## config.mk

```make
export PLATFORM = sky130hd
export DESIGN_NAME = ca5_q2
export DESIGN_NICKNAME = d
export VERILOG_FILES = /design/src/rtl/ca5_q2.sv
export SDC_FILE = /design/constraint.sdc
export NUM_CORES = 1
export LEC_CHECK = 0
export BUFFER_PORTS_ARGS = -buffer_cell sky130_fd_sc_hd__buf_4
export CAP_MARGIN = 20
export CORE_AREA = 2 2 39 41
export DETAILED_ROUTE_END_ITERATION = 7
export DIE_AREA = 0 0 41 43
export SETUP_SLACK_MARGIN = 0.2
export SLEW_MARGIN = 15
export SYNTH_ARGS = -nofsm -noshare
export SYNTH_HDL_FRONTEND = slang
export SYNTH_SLANG_ARGS = --single-unit
```

## constraint.sdc

```tcl
create_clock -name clk -period 1.4 [get_ports clk]
set_input_delay 0.28 -clock clk [delete_from_list [all_inputs] [get_ports clk]]
set_output_delay 0.28 -clock clk [all_outputs]
set_load 0.02 [all_outputs]
```

## src/rtl/ca5_q2.sv

```systemverilog
// Moore detector for the overlapping serial pattern 1-0-0-1.
// w is registered and pulses for one cycle after each match.
module ca5_q2 (
  input  logic clk,
  input  logic rst,
  input  logic j,
  output logic w
);

  typedef enum logic [2:0] {
    S0 = 3'd0,
    S1 = 3'd1,
    S2 = 3'd2,
    S3 = 3'd3,
    S4 = 3'd4
  } state_t;

  state_t r_state;
  state_t w_next;
  logic   r_w;

  always_comb begin
    w_next = S0;
    case (r_state)
      S0: w_next = j ? S1 : S0;
      S1: w_next = j ? S1 : S2;
      S2: w_next = j ? S1 : S3;
      S3: w_next = j ? S4 : S0;
      S4: w_next = j ? S1 : S2;
      default: w_next = S0;
    endcase
  end

  // w tracks the state register, so it equals (r_state == S4)
  always_ff @(posedge clk or negedge rst) begin
    if (!rst) begin
      r_state <= S0;
      r_w     <= 1'b0;
    end else begin
      r_state <= w_next;
      r_w     <= (w_next == S4);
    end
  end

  assign w = r_w;

endmodule

```

# After elaboration in Yosys (flattened, before gate mapping)
# Index checks and enable logic that the tools add are counted.
totals:
  ff_bits: 4
  latchBits: 0
  mem_bits_rw: 0
  romBits: 0
  out_inout_bits: 1
  elab_cells: 14
  n_memories: 0
classes:
  n_addsub: 0
  multipliers: 0
  div: 0
  magnitude_cmp: 0
  n_eq_ne: 5
  shift: 0
  mux: 5
  n_bitwise: 0
  reduce_logical: 2
op_table:
  columns: ["op", "n"]
  rows:
  - ["$pmux W3 S4", 1]
  - ["$eq A3 B2 Y1 const B", 2]
  - ["$eq A3 B3 Y1 const B", 2]
  - ["$mux W2", 2]
  - ["$eq A3 B1 Y1 const B", 1]
  - ["$logic_not A3 Y1", 1]
  - ["$mux W3", 1]
  - ["$reduce_or A2 Y1", 1]
  - ["$mux W1", 1]

# Logic depth before layout (Yosys ltp)
# Gate-level depths: netlist (run 1).
depth:
  ltp_word: 4
  mapped_depth: 2
  depth_no_buf: 2

# Worst setup path after synthesis (run 1)
# No wires, ideal clock.
synth_path:
  path_kind: "flip-flop to flip-flop"
  start: "reg r_state[1]"
  end: "reg r_state[1]"
  setup_time_ns: 0.121
  arrival_time_ns: 0.726
  required_time_ns: 1.279
  path_slack_ns: 0.553
  path_stages_with_launch: 3
  path_buffers: 0
  cell_sequence: "dfrtp_1 nor3b_2 a22o_1"
synth_via:
  elab_chain_cells: 3
synth_lines:
  columns: ["element", "line", "rtl"]
  rows:
  - ["start, declared", "18", "state_t r_state;"]
  - ["start signal, assigned", "40", "r_state <= w_next;"]
  - ["$eq A3 B3 Y1 or $eq A3 B1 Y1 (tied branches)", "24", "case (r_state)"]
  - ["$reduce_or A2 Y1 (no line)", null, null]
  - ["$pmux W3 S4 (*)", "24", null]
  - ["via w_next[1]", "19", "state_t w_next;"]
# The timed path passes the listed nets; every way through them passes the cells marked *.

# Final worst setup path (run 1)
layout_path:
  start: "reg r_w, in the netlist w"
  end: "out w"
layout_rtl:
  columns: ["element", "line", "rtl"]
  rows:
  - ["start, declared", "20", "logic r_w;"]
  - ["start signal, assigned", "41", "r_w <= (w_next == S4);"]
  - ["end, declared", "7", "output logic w"]
# No word-level cell between the ends.

==> results of run 1 <==
==> stage by stage <==
stage / instances / hold slack [ns] / power (mW) / area [um2] / setup WS (ns)
finish: 38 / 0.316 / 0.435 / 243 / 0.388
global route: 38 / 0.315 / 0.465 / 243 / 0.359
CTS: 38 / 0.316 / 0.441 / 243 / 0.380
detailed placement: 34 / 0.0794 / 0.286 / 210 / 0.518
global placement: 34 / 0.0790 / 0.282 / 210 / 0.526
floorplan: 15 / -0.0156 / 0.257 / 168 / 0.553
==> area by class of cell <==
cell class / count / share of cell area
Timing Repair Buffer: 4 / 0.134
Inverter: 2 / 0.0309
Tap cell: 16 / 0.0825
Sequential cell: 4 / 0.412
Clock buffer: 3 / 0.0928
Multi-Input combinational cell: 9 / 0.247
==> worst max path at each step <==
stage	startpoint	endpoint	slack [ns]	cells after the start
after floorplan	r_state[1]	r_state[1]	0.55	2
after global placement	r_state[1]	r_state[1]	0.53	2
after detailed placement	r_state[1]	r_state[1]	0.52	2
after CTS	w	w	0.38	1
after global routing	w	w	0.36	1
final	w	w	0.39	1
==> sequential cells by signal, summed over array words and instances, names as in the netlist <==
register	cells
r_state	3
w	1
==> per-layer routing <==
metal  up-vias  track usage  share of wire
met3         0       0.0628           0.11
li1         64            -              -
met2         5       0.0438           0.43
met1        55       0.0355           0.46
met4         0       0.0600              0
met5         -            0              0
==> cells by family after synthesis <==
group / count (synthesis) / share of synthesized area
AO/OA/AOI/OAI: 2 / 0.104
AND/OR/NAND/NOR: 6 / 0.201
buffers and inverters: 2 / 0.0448
XOR/XNOR: 1 / 0.0522
flip-flops: 4 / 0.597
==> what timing repair did <==
action,in CTS,in global routing
endpoints found under the hold margin,4,0
hold buffers,1,0
setup endpoints to repair,0,0
==> power by group through the flow <==
stage,Clock (mW),Sequential (mW),Combinational (mW)
after floorplan,0,0.184,0.0732
after global placement,0,0.183,0.0995
after detailed placement,0,0.185,0.101
after CTS,0.155,0.183,0.104
after global routing,0.160,0.188,0.117
final,0.151,0.183,0.101
==> cells in the final DEF (no fill, tap or decap), drive strengths merged, types with 2 or more instances in the layout <==
master and n:
dfrtp 4, clkbuf 3, buf 3, inv 2, nand2 2, nor3 2
==> metrics.txt, run 1 <==
number of filler cells placed in the layout 158; post-synthesis cell area 168 um2; reg2reg path depth 2; distinct cell type count after synthesis 9; Die Span Y 43 um; multi-input gate area in the final layout 60.1 um2; n_diodes 0; insertion delay to the later sink of the worst-skew pair 0.24 ns; top cell type by total area after synthesis sky130_fd_sc_hd__dfrtp_1; headroom to the max-slew limit 0.879; post-synthesis cell count 15; via count of the first global-routing pass 121; Sequential Area 100 um2; Buf/Inv on CP 1; initial core utilization 0.121; Starting DRT DRC Count 0; final setup violating endpoints 0; register clock-pin slew on the reported worst setup and hold paths 0.04 ns; detailed-routing iteration count for the pre-antenna-repair pass 1; crit-path max FO 1; largest net degree at the start of global routing 6; area share of the largest cell type after synthesis 0.597; fraction of power spent switching nets 0.299; delay contributed by the slowest stage of the critical path 0.35 ns; net switching component of the power 0.130 mW; internal reg-to-reg setup slack 0.51 ns; TritonCTS sink count 4; launching point of the worst reg2reg path r_state[1]; Max Slew Vio Count 0; chain of cells forming the critical path buf_4; worst setup path class flop to output port; cells resized by post-CTS repair 0; time the worst path needs with I/O delays and setup 1.01 ns; most common cell in the synthesized netlist sky130_fd_sc_hd__dfrtp_1; CTS HTree Levels 1; Clock Tree Root sky130_fd_sc_hd__clkbuf_4; part of the total power dissipated in the clock network 0.347; number of hold-slack violations in the final timing report 0; type of the most critical hold path input port to flop; sequential power share 0.420; worst setup skew after layout 0.00386 ns; total gr overflow 0; number of maximum-capacitance violations 0; Max Fclk 0.988 GHz; routed via count divided by cell count 3.26; top cell family by delay on the critical path flip-flops; largest cells by area after synthesis sky130_fd_sc_hd__dfrtp_1 60%, sky130_fd_sc_hd__nor3b_2 7.5%, sky130_fd_sc_hd__nor3_1 6.0%; critical path's slowest cell sky130_fd_sc_hd__dfrtp_1; core area 1380 um2; result of the run completed; proportion of synthesized chip area in sequential cells 0.597; depth of the worst hold-timing path 2; Worst Hold Launch j; overall global routing resource usage 0.0462; net count after synthesis 18; DRC violations left 0; sort of element at the start of the critical path flop; layout-stage area growth over the synthesis result 44.8%; post-detailed-routing wire length 295 um; internal power contribution 0.305 mW; maximum VDD drop 0.342 mV; pwr/cell area 1790 nW/um2; count of flip-flops with a built-in enable after synthesis 0; Syn Area/Cell 11.2 um2; buffers from clock root to sink, at most 2; weighted congestion reported at the end of routability-driven placement 0.613; width of the die 41 um; total CTS buffers 3; predominant post-synthesis flop cell sky130_fd_sc_hd__dfrtp_1; number of buffers inserted by post-CTS setup repair 0; I/O Pins 4; Rows 14; Worst Hold End r_state[0]; async set-reset flop share out of synthesis 1.00; post-DR wirelength/cell 7.76 um; worst slew pin tran 0.181 ns; combinational share of power 0.233; worst path arrival time 0.73 ns; share of post-route cells with drive strength above 1 0.364; wire length of the first global-routing pass 407 um; setup repair after global routing missed its margin no; die footprint 1760 um2; share of the cycle needed by the critical path after routing 0.723; detailed-route via count 124; Port Buffer Count 3; top cells by instance count after synthesis 4 x sky130_fd_sc_hd__dfrtp_1, 2 x sky130_fd_sc_hd__inv_1, 2 x sky130_fd_sc_hd__nand2_1, 2 x sky130_fd_sc_hd__nor3_1; CP Capture Type output port; #FFs+latches synth 4; required time worst endpoint 1.12 ns; Reg2Reg Capture Point r_state[1]; number of nets in the finished design 27; total negative slack 0 ns; CTS tree yes; DRT antenna net count 0; count of synthesis-stage warnings from yosys 0; Static Leak 0.117 nW; Finished Core Util 0.175; number of antenna violations at the first check in global routing 0
(Power assumes the default switching activity.)
==> run 2: changes to the inputs <==
--- a/config.mk
+++ b/config.mk
@@ -5,6 +5,7 @@
 export SDC_FILE = /design/constraint.sdc
 export NUM_CORES = 1
 export LEC_CHECK = 0
+export ABC_AREA = 1
 export BUFFER_PORTS_ARGS = -buffer_cell sky130_fd_sc_hd__buf_4
 export CAP_MARGIN = 20
 export CORE_AREA = 2 2 39 41
==> constraint.sdc (replaced) <==
create_clock -name clk -period 0.9 [get_ports clk]
set_input_delay 0.18 -clock clk [delete_from_list [all_inputs] [get_ports clk]]
set_output_delay 0.18 -clock clk [all_outputs]
set_load 0.02 [all_outputs]
==> metrics.txt, run 2 <==
result of the run finished, violations left; violations in the final reports negative setup slack; number of nets in the finished design 31; maximum VDD drop 0.734 mV; post-detailed-routing wire length 325 um; Max Fclk 1.10 GHz; via count of the first global-routing pass 142; Port Buffer Count 3; worst slew pin tran 0.124 ns; Worst Hold Slack 0.209 ns; share of the cycle needed by the critical path after routing 1.01; share of post-route cells with drive strength above 1 0.577; dominant combinational cell family by area after synthesis simple AND/OR/NAND/NOR gates; flip-flop count of the largest register, all copies and words added 3; DRC violations left 0; Buf/Inv on CP 1; most common cell in the synthesized netlist sky130_fd_sc_hd__dfrtp_1; headroom to the max-slew limit 0.917; area fraction in and, or, nand and nor cells after synthesis 0.225; overall global routing resource usage 0.0533; time the worst path needs with I/O delays and setup 0.912 ns; post-DR wirelength/cell 7.74 um; largest reg by FF count r_state; Max Slew Vio Count 0; type of the most critical hold path input port to flop; Starting DRT DRC Count 2; top cells by instance count after synthesis 4 x sky130_fd_sc_hd__dfrtp_1, 3 x sky130_fd_sc_hd__inv_1, 3 x sky130_fd_sc_hd__nand2_1; Static Leak 0.127 nW; buffers from clock root to sink, at most 2; largest net degree at the start of global routing 6; wire length of the first global-routing pass 524 um; top cell family by delay on the critical path flip-flops; I/O Pins 4; CTS tree yes; sort of element at the start of the critical path flop; predominant post-synthesis flop cell sky130_fd_sc_hd__dfrtp_1; routed via count divided by cell count 3.38; count of flip-flops with a built-in enable after synthesis 0; setup repair after global routing missed its margin yes; post-synthesis cell area 161 um2; crit-path max FO 1; number of antenna violations at the first check in global routing 0; width of the die 41 um; Syn Area/Cell 8.97 um2; setup ws final -0.0122 ns; area fraction in compound gates after synthesis 0.0620; net count after synthesis 21; Clock Tree Root sky130_fd_sc_hd__clkbuf_4; core area 1380 um2; Finished Core Util 0.195; most frequent cells in the layout 3 x sky130_fd_sc_hd__clkbuf_4, 3 x sky130_fd_sc_hd__dfrtp_1; TritonCTS sink count 4; count of synthesis-stage warnings from yosys 0; async set-reset flop share out of synthesis 1.00; layout-stage area growth over the synthesis result 67.4%; met1 Usage GRT 0.0452; delay contributed by the slowest stage of the critical path 0.36 ns; die footprint 1760 um2; proportion of synthesized chip area in sequential cells 0.620; #FFs+latches synth 4; CP Capture Type output port; busiest layer in global routing met3; number of hold-slack violations in the final timing report 0; XOR/XNOR share of the synthesized area 0; worst setup skew after layout 0.00636 ns; initial core utilization 0.117; Detailed Place HPWL 210 um; arithmetic-cell share of the synthesized area counting full adders, half adders and majority gates 0; total gr overflow 0; final setup violating endpoints 1; register clock-pin slew on the reported worst setup and hold paths 0.04 ns; weighted congestion reported at the end of routability-driven placement 0.701; GR Util met2 0.0563; Rows 14; number of maximum-capacitance violations 0; Die Span Y 43 um; distinct cell type count after synthesis 9; worst setup path class flop to output port; detailed-route via count 142; largest cells by area after synthesis sky130_fd_sc_hd__dfrtp_1 62%, sky130_fd_sc_hd__nand4_1 7.8%, sky130_fd_sc_hd__inv_1 7.0%; total CTS buffers 3; cell area after placement 206 um2; critical path's slowest cell sky130_fd_sc_hd__dfrtp_1; detailed-routing iteration count for the pre-antenna-repair pass 2; n_diodes 0; post-synthesis cell count 18; grt met3 use 0.0628; CTS HTree Levels 1; required time worst endpoint 0.72 ns; top cell type by total area after synthesis sky130_fd_sc_hd__dfrtp_1; chain of cells forming the critical path buf_6; insertion delay to the later sink of the worst-skew pair 0.24 ns; proportion of synthesized area in mux cells 0; DRT antenna net count 0; area share of the largest cell type after synthesis 0.620; final cell area excluding filler cells 270 um2; worst path arrival time 0.73 ns; pwr/cell area 2890 nW/um2
[run 2: final timing paths]
path                                  from    endpoint  slack [ns]  cells past startpoint
worst max-delay path                     w           w       -0.01                      1
worst min-delay path                     j           w        0.21                      3
worst max register to register  r_state[0]  r_state[1]        0.14                      4
worst min register to register  r_state[1]  r_state[0]        0.50                      1
max in group asynchronous              rst  r_state[1]        0.51                      2
min in group asynchronous              rst           w        0.27                      2
[run 2: per-stage QoR]
stage / worst slack [ns] / power, mW / TNS, ns / instances
floorplan: 0.202 / 0.401 / 0 / 18
CTS: -0.0162 / 0.779 / -0.0162 / 42
global route: -0.0435 / 0.847 / -0.0435 / 42
finish: -0.0122 / 0.782 / -0.0122 / 42
detailed placement: 0.150 / 0.453 / 0 / 37
global placement: 0.155 / 0.447 / 0 / 37
[run 2: tightest hold or removal path, delay by kind of cell]
| kind | cells | cell delay [ns] |
|---|---|---|
| buffers and inverters | 1 | 0.12 |
| AND/OR/NAND/NOR | 2 | 0.11 |
[run 2: cell type report]
type                       instances  area, um2
multi-input combinational         10       63.8
timing repair buffer               5       47.5
inverter                           4       15.0
sequential                         4        101
tap                               16       20.0
clock buffer                       3       22.5
fill                             152       1110
[run 2: timing repair]
| item | in CTS | in global routing |
|---|---|---|
| hold buffers | 1 | 0 |
| setup endpoints to repair | 5 | 5 |
| pin swaps | 2 | 2 |
| resized for setup | 5 | 2 |
| buffers inserted | 1 | 0 |
| hold endpoints to repair | 4 | 0 |
[run 2: kinds of logic after synthesis]
| logic type | Yosys count |
|---|---|
| AND/OR/NAND/NOR | 8 |
| flip-flops | 4 |
| buffers and inverters | 4 |
| AO/OA/AOI/OAI | 2 |
[run 2: power breakdown]
group | total [mW] | switching (mW) | internal [mW]
Clock | 0.231 | 0.0818 | 0.150
Sequential | 0.304 | 0.0603 | 0.244
Combinational | 0.246 | 0.124 | 0.123
Total | 0.782 | 0.266 | 0.516
[run 2: metal layers]
metal / routed length, um / part of all wire
met2: 163 / 0.50
met3: 38 / 0.12
met4: 9 / 0.028
met1: 113 / 0.35
met5: 0 / 0
